<file path="src/rtl/uart_tx_fifo_pkg.sv">
// uart_tx_fifo_pkg: shared parity modes, serializer state encoding and baud default
package uart_tx_fifo_pkg;
  localparam int PARITY_NONE = 0;
  localparam int PARITY_ODD = 1;
  localparam int PARITY_EVEN = 2;
  localparam int CLKS_115200 = 434;
  typedef enum logic [2:0] {S_IDLE, S_START, S_DATA, S_PARITY, S_STOP} state_t;
endpackage

</file>
<file path="src/rtl/uart_tx_fifo_fifo.sv">
// sync_fifo: show-ahead synchronous FIFO with occupancy count
module sync_fifo #(
  parameter int WIDTH = 8,
  parameter int DEPTH = 64,
  localparam int AW = $clog2(DEPTH),
  localparam int CW = AW + 1
) (
  input  logic             clk,
  input  logic             rst,
  input  logic             wr,
  input  logic [WIDTH-1:0] din,
  input  logic             rd,
  output logic [WIDTH-1:0] dout,
  output logic             full,
  output logic             empty,
  output logic [CW-1:0]    count
);
  logic [WIDTH-1:0] mem [DEPTH];
  logic [AW-1:0] wp, rp;
  logic we, re;
  assign we = wr && !full;
  assign re = rd && !empty;
  assign full = count == CW'(DEPTH);
  assign empty = count == '0;
  assign dout = mem[rp];
  always_ff @(posedge clk)
    if (we) mem[wp] <= din;
  always_ff @(posedge clk or posedge rst)
    if (rst) begin
      wp <= '0;
      rp <= '0;
      count <= '0;
    end else begin
      wp <= wp + AW'(we);
      rp <= rp + AW'(re);
      count <= count + CW'(we) - CW'(re);
    end
endmodule

</file>
<file path="src/rtl/uart_tx_fifo.sv">
// uart_tx_fifo: FIFO-buffered UART transmitter with configurable frame format
module uart_tx_fifo
  import uart_tx_fifo_pkg::*;
#(
  parameter int CLKS_PER_BIT = CLKS_115200,
  parameter int FIFO_DEPTH = 64,
  parameter int DATA_BITS = 8,
  parameter int PARITY = PARITY_NONE,
  parameter int STOP_BITS = 1,
  localparam int CNT_W = $clog2(FIFO_DEPTH) + 1
) (
  input  logic             clk,
  input  logic             rst,
  input  logic [7:0]       din,
  input  logic             writeEn,
  input  logic             txEnable,
  input  logic             clrOverflow,
  output logic             full,
  output logic             empty,
  output logic [CNT_W-1:0] count,
  output logic             busy,
  output logic             overflow,
  output logic             txData
);
  localparam int TW = $clog2(CLKS_PER_BIT);
  localparam logic [TW-1:0] TMAX = TW'(CLKS_PER_BIT - 1);
  state_t state, nstate;
  logic [TW-1:0] tmr, ntmr;
  logic [DATA_BITS-1:0] sh, nsh, head;
  logic [2:0] bitn, nbit;
  logic par, npar, pop, last, start_ok;
  sync_fifo #(.WIDTH(DATA_BITS), .DEPTH(FIFO_DEPTH)) fifo (
    .clk(clk), .rst(rst), .wr(writeEn), .din(din[DATA_BITS-1:0]), .rd(pop),
    .dout(head), .full(full), .empty(empty), .count(count)
  );
  assign last = tmr == '0;
  assign start_ok = !empty && txEnable;
  assign busy = state != S_IDLE;
  assign txData = state == S_START ? 1'b0 : state == S_DATA ? sh[0] : state == S_PARITY ? par : 1'b1;
  always_comb begin
    nstate = state;
    ntmr = last ? TMAX : tmr - 1'b1;
    nsh = sh;
    nbit = bitn;
    npar = par;
    pop = 1'b0;
    case (state)
      S_IDLE: pop = start_ok;
      S_START: if (last) begin
        nstate = S_DATA;
        nbit = '0;
      end
      S_DATA: if (last) begin
        nsh = sh >> 1;
        nbit = bitn + 3'd1;
        if (bitn == 3'(DATA_BITS - 1)) begin
          nstate = PARITY != PARITY_NONE ? S_PARITY : S_STOP;
          nbit = '0;
        end
      end
      S_PARITY: if (last) nstate = S_STOP;
      S_STOP: if (last) begin
        nbit = bitn + 3'd1;
        if (bitn == 3'(STOP_BITS - 1)) begin
          nstate = S_IDLE;
          pop = start_ok;
        end
      end
      default: nstate = S_IDLE;
    endcase
    // a pop always launches a new frame, from IDLE or straight out of the last stop bit
    if (pop) begin
      nstate = S_START;
      ntmr = TMAX;
      nsh = head;
      npar = (^head) ^ (PARITY == PARITY_ODD);
    end
  end
  always_ff @(posedge clk or posedge rst)
    if (rst) begin
      state <= S_IDLE;
      tmr <= TMAX;
      sh <= '0;
      bitn <= '0;
      par <= 1'b0;
      overflow <= 1'b0;
    end else begin
      state <= nstate;
      tmr <= ntmr;
      sh <= nsh;
      bitn <= nbit;
      par <= npar;
      overflow <= (writeEn && full) || (overflow && !clrOverflow);
    end
endmodule

</file>
<file path="config.mk">
export PLATFORM = sky130hd
export DESIGN_NAME = uart_tx_fifo
export DESIGN_NICKNAME = d
export VERILOG_FILES = /design/src/rtl/uart_tx_fifo_pkg.sv /design/src/rtl/uart_tx_fifo_fifo.sv /design/src/rtl/uart_tx_fifo.sv
export SDC_FILE = /design/constraint.sdc
export NUM_CORES = 1
export LEC_CHECK = 0
export CORE_MARGIN = 2
export CORE_UTILIZATION = 23
export CTS_BUF_LIST = sky130_fd_sc_hd__clkbuf_8
export DETAILED_ROUTE_END_ITERATION = 16
export PLACE_DENSITY = 0.41
export REMOVE_ABC_BUFFERS = 1
export SLEW_MARGIN = 30
export SYNTH_ARGS = -nofsm -noshare
export SYNTH_HDL_FRONTEND = slang
export SYNTH_SLANG_ARGS = --single-unit
</file>
<file path="constraint.sdc">
create_clock -name clk -period 4.94 [get_ports clk]
set_input_delay 0.494 -clock clk [delete_from_list [all_inputs] [get_ports clk]]
set_output_delay 0.494 -clock clk [all_outputs]
set_load 0.01 [all_outputs]
</file>
==> qor.csv <==
stage;metric;value;unit
pwr;p_per_area;541;mW/mm^2
sta;fin_crit;3.66;ns
clocking;post_cts_buffers;0;
synthesis;synth_edf_count;512;
clocking;clkTransAtPathRegs;0.07;ns
die;die_area;0.0994;sq mm
critical_path;path_cells;nor4_1 -> and4b_1 -> nand3b_1 -> a2111oi_4 -> ha_1 -> inv_1 -> ha_1 -> fa_1 -> a21oi_1 -> nor2_1 -> o21ai_0 -> a21oi_1 -> nor2_1 -> xnor2_1;
routing;vias_per_cell;4.24;
cells_and_area;fin_nets;1266;
critical_path;max_stage_delay;0.54;ns
synthesis;async_flop_share;7.91;%
die;core-area;0.0964;sq mm
critical_path;crit_path_start_kind;register;
die;fp.dieW;315;um
synthesis;synth_warnings;0;
synthesis;synth_top_cell_by_area;edfxtp_1;
synthesis;synth_ff_type;edfxtp_1;
critical_path;cp-end-kind;register;
routing;postRouteWirelength;55.5;mm
synthesis;ys_ff_latch;556;
sta;hold_violations;0;
placement;post-dp-hpwl;32.8;mm
placement;io_buffers;24;
routing;first_pass_iters;6;
die;start_util;23.1;%
synthesis;synth_cell_type_count;53;
grt;grt_pass1_vias;11705;
critical_path;cp_max_fo;12;
grt;grt_max_degree;65;
placement;gp_congestion;0.737;
sta;fmax;273;MHz
pwr;p_leak;8.23;nW
clocking;cts_buffers;102;
grt;grt_pass1_wl;82.1;mm
sta;fin_crit_sh;74.2;%
cells_and_area;drive_gt1_share;24.0;%
placement;dpl_cell_area;0.0240;sq mm
cells_and_area;design_area;0.0259;sq mm
clocking;htreeDepth;3;
die;ioPinCount;25;
job;drv_cap;0;
grt;overflow;0;
critical_path;setup.worst_path.class;reg -> reg;
synthesis;synth_top_area_share;69.0;%
routing;wl_per_cell;21.4;um
status;status;finished, final reports clean;
clocking;clkLatencyLatePin;0.72;ns
critical_path;slowest_stage;and4b_1;
routing;via_count;11022;
routing;drtAntennaViolNets;0;
sta;rsz0062_at_grt;no;
cells_and_area;area_delta_synth_final;16.4;%
die;die_y;315;um
cells_and_area;nFillCells;9807;
pwr;peakVddDrop;0.233;mV
synthesis;synth_area;0.0223;sq mm
sta;maxSlewHeadroom;36.1;%
die;fp-row-count;114;
cells_and_area;final_common_cell;edfxtp_1;
critical_path;reg2reg_slack;1.28;ns
grt;grt.total_usage;11.3;%
synthesis;syn_avg_cell_area;19.6;sq um
sta;worst_slew_pin_slew;0.956;ns
synthesis;ys_seq_area_share;73.9;%
clocking;clkSinkCount;556;
clocking;clockBufferDepth;3;
clocking;post_cts_resized;0;
clocking;root_buffer;clkbuf_8;
synthesis;netlist_instances;1137;
clocking;cts_hold_buf;0;
critical_path;ff2ff_path_depth;14;
pwr;p_total;14.0;mW
sta;setup_violations;0;
cells_and_area;final_cell_mix;edfxtp_1 (512), mux4_2 (128), clkbuf_8 (104);
cells_and_area;fin_util;26.9;%
sta;drv_slew;0;
critical_path;worstPathArrival;4.28;ns
synthesis;synthTopCellsByArea;edfxtp_1 (69%), mux4_2 (13%), dfrtp_1 (4.4%), nor2_1 (1.5%), mux2i_1 (1.4%);
min_path;holdCritPathClass;in -> async;
routing;initialDrtViolationCount;987;
grt;antenna_found_initial;1;
critical_path;crit_required;5.56;ns
sta;clock_skew;0.0303;ns
routing;drc;0;
clocking;cts_tree;done;
-- kinds of logic (layout without fill, tap and decap cells) --
kind of cell	count (synthesis)	in the layout	synth area share, %
muxes	161	161	14.5
xor gates and xnor gates	25	25	1.11
and+or+nand+nor	185	185	3.78
buffers and inverters	79	262	2.11
AOI/OAI and AO/OA	112	112	3.46
adders and majority gates	19	19	1.10
other	0	1	0
DFF	556	556	73.9
-- critical path: cells and delay by family, from the launching register on --
| kind | cells | cell delay, ns |
|---|---|---|
| fa+ha+maj | 3 | 0.80 |
| compound gates | 4 | 0.83 |
| simple gates | 5 | 1.42 |
| flops | 1 | 0.38 |
| xor+xnor | 1 | 0.12 |
| buf+inv | 1 | 0.04 |
-- worst paths after layout --
kind | start | to
worst max-delay path | tmr[4] | fifo.count[6]
max in group asynchronous | rst | fifo.rp[1]
worst min-delay path | rst | bitn[1]
min in group clk | clrOverflow | overflow
worst max register to register | tmr[4] | fifo.count[6]
worst min register to register | tmr[0] | tmr[0]
-- registers in the layout, summed over array words and instances, names as in the netlist --
register    flops
overflow        1
fifo.count      7
bitn            3
fifo.wp         6
state           3
par             1
tmr             9
sh              8
fifo.rp         6
fifo.mem      512
-- metal layers --
layer	wire, um	vias to the layer above	share of wire [%]	track usage, %
met3	2310	88	4.2	2.10
met5	0	-	0	0
li1	-	4842	-	-
met1	25600	5824	46	15.4
met4	1260	0	2.3	4.06
met2	26300	268	47	18.0
-- where the power goes --
part / internal [mW] / total (mW) / switching, mW / leakage [nW]
registers: 5.46 / 5.90 / 0.437 / 5.14
clock network: 2.14 / 4.14 / 2.00 / 1.11
logic: 1.85 / 3.98 / 2.12 / 1.98
-- cells in the mapped netlist (all sizes together), types with 4 or more instances --
library cell / number
edfxtp: 512
mux4: 129
nor2: 88
dfrtp: 39
nand2: 37
mux2i: 32
buf: 31
o21ai: 30
clkbuf: 27
inv: 21
ha: 18
a21oi: 16
xnor2: 14
a22oi: 13
o22ai: 12
nand2b: 10
nand3: 9
o221ai: 9
xor2: 9
a221oi: 8
nor2b: 7
nor3: 7
a211oi: 5
dfstp: 5
and2: 4
nand3b: 4
nor4: 4
or2: 4
-- layout make-up --
cell class / instances / area (sq um) / area share, %
Tap cell: 1276 / 1600 / 6.16
Clock inverter: 86 / 498 / 1.92
Inverter: 21 / 81.3 / 0.314
Timing Repair Buffer: 51 / 465 / 1.79
Antenna cell: 1 / 2.50 / 0.00965
Clock buffer: 104 / 1430 / 5.52
Multi-Input combinational cell: 502 / 5370 / 20.7
Sequential cell: 556 / 16500 / 63.6
-- metrics by stage --
step | setup TNS, ns | hold WS, ns | std cells | worst slack (ns)
2_1_floorplan | -9.89 | 0.429 | 1079 | -1.50
3_3_place_gp | 0 | 0.445 | 2406 | 1.25
3_5_place_dp | 0 | 0.455 | 2406 | 1.23
4_1_cts | 0 | 0.187 | 2596 | 1.20
5_1_grt | 0 | 0.231 | 2597 | 0.938
6_report | 0 | 0.222 | 2597 | 1.28
Note: power is estimated with default switching activity, not from simulation.
